$ cat config.mk
export PLATFORM = sky130hd
export DESIGN_NAME = mem_parity_err_gen
export DESIGN_NICKNAME = d
export VERILOG_FILES = /design/src/rtl/mem_parity_err_gen.sv
export SDC_FILE = /design/constraint.sdc
export NUM_CORES = 1
export LEC_CHECK = 0
export CAP_MARGIN = 5
export CORE_ASPECT_RATIO = 1.4
export CORE_MARGIN = 2
export CORE_UTILIZATION = 45
export DETAILED_ROUTE_END_ITERATION = 10
export GPL_ROUTABILITY_DRIVEN = 0
export PLACE_DENSITY = 0.65
export SLEW_MARGIN = 10
export SYNTH_ARGS = -nofsm -noshare
export SYNTH_HDL_FRONTEND = slang
export SYNTH_SLANG_ARGS = --single-unit
$ cat constraint.sdc
create_clock -name clk_i -period 4.6 [get_ports clk_i]
set_clock_uncertainty 0.05 [all_clocks]
set_input_delay 0.92 -clock clk_i [delete_from_list [all_inputs] [get_ports clk_i]]
set_output_delay 0.92 -clock clk_i [all_outputs]
set_load 0.1 [all_outputs]
$ cat src/rtl/mem_parity_err_gen.sv
// Serial odd-parity checker/generator for one duplex memory syllable.
// Read mode produces held EDX/EDY/EP/MISCMP levels; write mode emits the parity bit.
module mem_parity_err_gen #(
    parameter int SYL_BITS = 13,
    parameter int CNT_W    = 4
) (
    input  logic clk_i,
    input  logic reset_i,
    input  logic bit_en_i,
    input  logic syl_start_i,
    input  logic read_i,
    input  logic sdx_i,
    input  logic sdy_i,
    input  logic wdata_i,
    output logic wpar_o,
    output logic wpar_vld_o,
    output logic edx_o,
    output logic edy_o,
    output logic ep_o,
    output logic miscmp_o,
    output logic busy_o,
    output logic done_o
);

    // state    | meaning
    // IDLE     | waiting for SYL_START with BIT_EN
    // DATA     | absorbing data bits 1..SYL_BITS-1
    // PARITY   | waiting for the parity slot; WPAR valid on writes
    // REPORT   | one-CLK DONE; read flags just updated
    localparam logic [1:0] S_IDLE   = 2'd0;
    localparam logic [1:0] S_DATA   = 2'd1;
    localparam logic [1:0] S_PARITY = 2'd2;
    localparam logic [1:0] S_REPORT = 2'd3;

    localparam logic [CNT_W-1:0] LAST_DATA = CNT_W'(SYL_BITS - 1);

    logic [1:0]       state_q, state_d;
    logic [CNT_W-1:0] cnt_q, cnt_d;
    logic             mode_q, mode_d;
    logic             acc_x_q, acc_x_d;
    logic             acc_y_q, acc_y_d;
    logic             mis_q, mis_d;
    logic             edx_q, edx_d;
    logic             edy_q, edy_d;
    logic             ep_q, ep_d;
    logic             miscmp_q, miscmp_d;
    logic             accept;
    logic             bit_x;

    assign accept = bit_en_i & syl_start_i;
    // acc_x doubles as the write-data accumulator in write mode
    assign bit_x  = mode_q ? sdx_i : wdata_i;

    always_comb begin
        state_d  = state_q;
        cnt_d    = cnt_q;
        mode_d   = mode_q;
        acc_x_d  = acc_x_q;
        acc_y_d  = acc_y_q;
        mis_d    = mis_q;
        edx_d    = edx_q;
        edy_d    = edy_q;
        ep_d     = ep_q;
        miscmp_d = miscmp_q;

        if (accept) begin
            // A new start in any state aborts or follows the current syllable
            state_d  = S_DATA;
            cnt_d    = CNT_W'(1);
            mode_d   = read_i;
            acc_x_d  = read_i ? sdx_i : wdata_i;
            acc_y_d  = sdy_i;
            mis_d    = sdx_i ^ sdy_i;
            edx_d    = 1'b0;
            edy_d    = 1'b0;
            ep_d     = 1'b0;
            miscmp_d = 1'b0;
        end else begin
            case (state_q)
                S_IDLE: begin
                end
                S_DATA: begin
                    if (bit_en_i) begin
                        acc_x_d = acc_x_q ^ bit_x;
                        acc_y_d = acc_y_q ^ sdy_i;
                        mis_d   = mis_q | (sdx_i ^ sdy_i);
                        if (cnt_q == LAST_DATA) begin
                            state_d = S_PARITY;
                        end else begin
                            cnt_d = cnt_q + 1'b1;
                        end
                    end
                end
                S_PARITY: begin
                    if (bit_en_i) begin
                        state_d = S_REPORT;
                        if (mode_q) begin
                            edx_d    = ~(acc_x_q ^ sdx_i);
                            edy_d    = ~(acc_y_q ^ sdy_i);
                            ep_d     = ~(acc_x_q ^ sdx_i) & ~(acc_y_q ^ sdy_i);
                            miscmp_d = mis_q | (sdx_i ^ sdy_i);
                        end
                    end
                end
                S_REPORT: begin
                    state_d = S_IDLE;
                    cnt_d   = '0;
                    acc_x_d = 1'b0;
                    acc_y_d = 1'b0;
                    mis_d   = 1'b0;
                end
                default: begin
                    state_d = S_IDLE;
                end
            endcase
        end
    end

    always_ff @(posedge clk_i) begin
        if (reset_i) begin
            state_q  <= S_IDLE;
            cnt_q    <= '0;
            mode_q   <= 1'b0;
            acc_x_q  <= 1'b0;
            acc_y_q  <= 1'b0;
            mis_q    <= 1'b0;
            edx_q    <= 1'b0;
            edy_q    <= 1'b0;
            ep_q     <= 1'b0;
            miscmp_q <= 1'b0;
        end else begin
            state_q  <= state_d;
            cnt_q    <= cnt_d;
            mode_q   <= mode_d;
            acc_x_q  <= acc_x_d;
            acc_y_q  <= acc_y_d;
            mis_q    <= mis_d;
            edx_q    <= edx_d;
            edy_q    <= edy_d;
            ep_q     <= ep_d;
            miscmp_q <= miscmp_d;
        end
    end

    assign busy_o     = (state_q == S_DATA) | (state_q == S_PARITY);
    assign done_o     = (state_q == S_REPORT);
    assign wpar_vld_o = (state_q == S_PARITY) & ~mode_q;
    assign wpar_o     = wpar_vld_o & ~acc_x_q;
    assign edx_o      = edx_q;
    assign edy_o      = edy_q;
    assign ep_o       = ep_q;
    assign miscmp_o   = miscmp_q;

`ifndef SYNTHESIS
    always_ff @(posedge clk_i) begin
        if (!reset_i) begin
            assert (state_q inside {S_IDLE, S_DATA, S_PARITY, S_REPORT})
                else $error("illegal state %0d", state_q);
            assert (cnt_q <= LAST_DATA)
                else $error("bit count out of range %0d", cnt_q);
        end
    end
`endif

endmodule

# [Word-level counts from Yosys, hierarchy flattened]
# Index checks and enable logic that the tools add are counted.
# W data, S select, Z words.
[word_totals] register_bits=14 wordCells=70 inputBits=8 out_inout_bits=8
[classes] n_reduce_logical=11 n_mux=20 addsub=1 n_eq_ne=12 n_bitwise=14
[ops] op="$ne A3 B3 Y1 const B" count=4
[ops] op="$mux W1" count=10
[ops] op="$reduce_and A3 Y1" count=3
[ops] op="$mux W4" count=2
[ops] op="$ne A2 B2 Y1 const B" count=4
[ops] op="$pmux W4 S2" count=1
[ops] op="$reduce_and A4 Y1" count=2
[ops] op="$mux W2" count=3
[ops] op="$pmux W1 S2" count=3
[ops] op="$pmux W2 S3" count=1
[ops] op="$reduce_bool A3 Y1" count=2
[ops] op="$add A4 B1 Y4 const B" count=1
[ops] op="$and A1 B1 Y1" count=4
[ops] op="$eq A2 B2 Y1 const B" count=2
[ops] op="$eq A4 B4 Y1 const B" count=1
[ops] op="$not A1 Y1" count=4
[ops] op="$reduce_bool A4 Y1" count=1
[ops] op="$xor A1 B1 Y1" count=4
[ops] op="$eq A2 B1 Y1 const B" count=1
[ops] op="$or A1 B1 Y1" count=2
[ops] op="$reduce_and A2 Y1" count=1
[ops] op="$reduce_bool A2 Y1" count=1
[ops] op="$reduce_or A2 Y1" count=1

# [Depth between registers and ports, before layout]
[depth] word_depth=5 mapped_depth=6 mapped_depth_nobuf=5

# [Worst setup path before layout]
# OpenSTA, ideal clock, no wires.
[synth_timing] kind="register -> output" start="register state_q[0]" end="output wpar_o" required_time_ns=3.630 slack_ns=0.161 arrival_ns=3.469 path_buffers=0 path_stages_with_launch=5 path_cell_list="dfxtp_1 > inv_1 > ha_1 > nor2b_1 > nor2b_1"
[synth_via] elab_chain_len=3
[synth_lines] item="start, declared" line="37" rtl="logic [1:0] state_q, state_d;"
[synth_lines] item="start signal, assigned" line="132" rtl="state_q <= state_d;"
[synth_lines] item="$eq A2 B2 Y1" line="147" rtl="assign wpar_vld_o = (state_q == S_PARITY) & ~mode_q;"
[synth_lines] item="$and A1 B1 Y1" line="147"
[synth_lines] item="named net wpar_vld_o" line="16" rtl="output logic wpar_vld_o,"
[synth_lines] item="$and A1 B1 Y1" line="148" rtl="assign wpar_o = wpar_vld_o & ~acc_x_q;"
[synth_lines] item="end, declared" line="15" rtl="output logic wpar_o,"
# The timed path passes the listed nets, and every way through them passes these cells.

# [Final worst setup path]
[layout_timing] start="register state_q[0]" end="output wpar_o"
[layout_via] elab_chain_len=3
[layout_lines] item="$eq A2 B2 Y1" line="147"
[layout_lines] item="$and A1 B1 Y1" line="147"
[layout_lines] item="$and A1 B1 Y1" line="148"
# Every way passes these cells.

==> results.md <==
- Pwr Total: 0.503 mW
- Worst-Skew Late Latency: 280 ps
- Hold path endpoint: ep_o$_SDFFE_PP0P_
- Initial antenna violation count: 0
- Area of the mapped netlist: slightly below 1000 µm²
- Critical Path Start Type: register
- Num CTS Buffers: 3
- Cell family with most CP delay: buffers and inverters
- EDFF count, synth: 0
- Worst EP required: around 3600 ps
- WL/cell: 14.6 µm
- Area occupied by registers: around 280 µm²
- Synth area leader: dfxtp_1
- GRT Util Overall: 0.192
- Post-synthesis instance total: 114
- Pin count of the biggest net entering global routing: 21
- Setup TNS: 0 ps
- Hold Fails Final Rpt: 0
- Area of the multi-input gates: 622 µm²
- Sequential share of the synthesized area: 0.289
- Hpwl dp: 1530 µm
- Syn_nets: 129
- Vias in the first global route: 834
- Ranking of synthesized cells by area: dfxtp_1, ha_1, nand2_1
- Clock-pin slew on the worst setup and hold paths: approximately 90 ps
- Hold Path Depth: 2
- Drt via density: around 6.0
- Reg2reg path depth: 5
- Crit path largest cell delay: 1130 ps
- RR Startpoint: state_q[0]$_SDFFE_PP0P_
- RSZ-0062 raised after global routing: no
- Antenna Nets Post-Route: 0
- Clk buf depth: 2
- Leakage power: 0.420 nW
- Clock tree from TritonCTS: yes
- Via count: 896
- Ys async rst share: 0
- # IOs: 16
- Resized cells post-CTS: 0
- Layout cells sized above 1: 0.0859
- Most numerous cell in the Yosys netlist: nand2_1
- Hold slack: approximately 400 ps
- Final period util: 0.743
- Ant. Diodes: 0
- Initial Util: 0.486
- Global-route wire length before repair: 3740 µm
- Max-Cap Viols: 0
- Worst Hold Class: register to register
- Top-area cell type share of the netlist area: 0.289
- Worst Max-Slew Pin Slew: around 970 ps
- Core area: 2000 µm²
- R2R Setup Slk: 2940 ps
- Peak supply drop: ~0.36 mV
- Syn avg cell area: 8.51 µm²
- Die height: 58.9 µm
- Number of DRC markers in iteration 0: 29
- Synth Flop Type: dfxtp_1
- Clock sink count: 14
- Crit path buffers/inverters: 2
- Most Frequent Cell on Critical Path: nor2b_1
- Hold_sp: ep_o$_SDFFE_PP0P_
- Crit end category: output port
- Yosys reg bits: 14
- Port bufs: 15
- Site Rows: 19
- CP Max Fanout: 5
- CP cell instances: inv_1 > ha_1 > nor2b_1 > nor2b_1 > clkdlybuf4s50_1
- Root Buffer Master: clkbuf_4
- Critical path arrival: between 2000 and 2500 ps
- Yosys warnings: 0
- Placed instance count: 145
- Number of H-tree levels: 1
- Pwr Density: 441 nW/µm²
- Gr ovfl total: 0
- R2R Path End: state_q[0]$_SDFFE_PP0P_
- Chip Width: roughly 43 µm
- Relative slew slack: 0.352
- Layout area overhead: 17.7%
- Max stage delay cell, worst path: clkdlybuf4s50_1
- # setup viols final: 0
- Outcome: finished, final reports clean
- Min cycle time layout: 3420 ps
- Kind of critical path: register to output port
- Setup bufs post-CTS: 0
- Final-report max-slew violation count: 0
- Drc violations: 0
- Synth top cells by count: nand2_1, dfxtp_1, a21oi_1, ha_1, inv_1
- Finished Layout Cells: 149
- Full die area: approximately 2500 µm²
- # hold bufs at CTS: 0
- Nets: 144
- Netlist cell types: 43
- Routed WL: 2180 µm
- TritonRoute pass-1 iters: 4
- Max Freq: 0.292 GHz
- # fillers: 199
==> sequential cells by signal (all words and copies together), names as in the netlist <==
name / flops
cnt_q: 4
miscmp_o: 1
edy_o: 1
state_q: 2
acc_x_q: 1
acc_y_q: 1
ep_o: 1
mode_q: 1
mis_q: 1
edx_o: 1
==> how the worst max path moves through the flow <==
stage / startpoint / end / slack, ps / cells after the start
5_1_grt: state_q[0]$_SDFFE_PP0P_ / wpar_o / 1080 / 5
2_1_floorplan: state_q[0]$_SDFFE_PP0P_ / wpar_o / 160 / 4
3_5_place_dp: state_q[0]$_SDFFE_PP0P_ / wpar_o / 1500 / 5
6_report: state_q[0]$_SDFFE_PP0P_ / wpar_o / 1180 / 5
4_1_cts: state_q[0]$_SDFFE_PP0P_ / wpar_o / 1170 / 5
3_3_place_gp: state_q[0]$_SDFFE_PP0P_ / wpar_o / 1540 / 5
==> cell families after synthesis <==
logic type | after synthesis | share of synthesized area
fa+ha+maj | 7 | 0.0903
flops | 14 | 0.289
xor+xnor | 3 | 0.0271
mux | 4 | 0.0413
compound gates | 39 | 0.286
simple gates | 35 | 0.196
buf+inv | 12 | 0.0697
==> worst min-delay path: cells and delay by family (launching register included) <==
family	cells	cell delay (ps)
and+or+nand+nor	1	50
AOI/OAI and AO/OA	1	50
DFF	1	320
==> routing by layer <==
metal,wire [µm],global-route usage,up-vias,share of wire
li1,-,-,450,-
met4,30,0.0952,0,0.014
met5,0,0,-,0
met2,1110,0.292,19,0.51
met3,76,0.0307,4,0.035
met1,966,0.263,423,0.44
==> cells in the final DEF (no fill, tap or decap), types with 2 or more instances in the layout <==
| cell | count |
|---|---|
| nand3_1 | 6 |
| nor2b_1 | 3 |
| ha_1 | 7 |
| o2bb2ai_1 | 2 |
| a2111oi_0 | 2 |
| and3_1 | 2 |
| clkbuf_4 | 3 |
| dfxtp_1 | 14 |
| nand2_1 | 16 |
| nand4_1 | 2 |
| a21oi_1 | 8 |
| clkdlybuf4s50_1 | 15 |
| a21o_1 | 2 |
| xnor2_1 | 2 |
| o21ai_0 | 4 |
| mux2i_1 | 4 |
| o21ai_1 | 2 |
| inv_1 | 7 |
| o211ai_1 | 2 |
==> report_power, final <==
part           internal, mW  switching [mW]
logic                0.0818           0.180
registers             0.135          0.0155
clock network        0.0482          0.0432
==> area by class of cell <==
| class | instances | area share |
|---|---|---|
| clock buffers | 4 | 0.0318 |
| inverters | 7 | 0.0230 |
| multi-input cells | 88 | 0.545 |
| repair buffers | 15 | 0.132 |
| flip-flops and latches | 14 | 0.246 |
| well taps | 21 | 0.0230 |
==> per-stage QoR <==
stage	util	instance area (µm²)	worst slack [ps]
2_1_floorplan	-	970	161
3_3_place_gp	0.553	1100	1540
3_5_place_dp	0.553	1100	1500
4_1_cts	0.571	1140	1170
5_1_grt	0.571	1140	1080
6_report	0.571	1140	1180
Note: power is estimated with default switching activity, not from simulation.
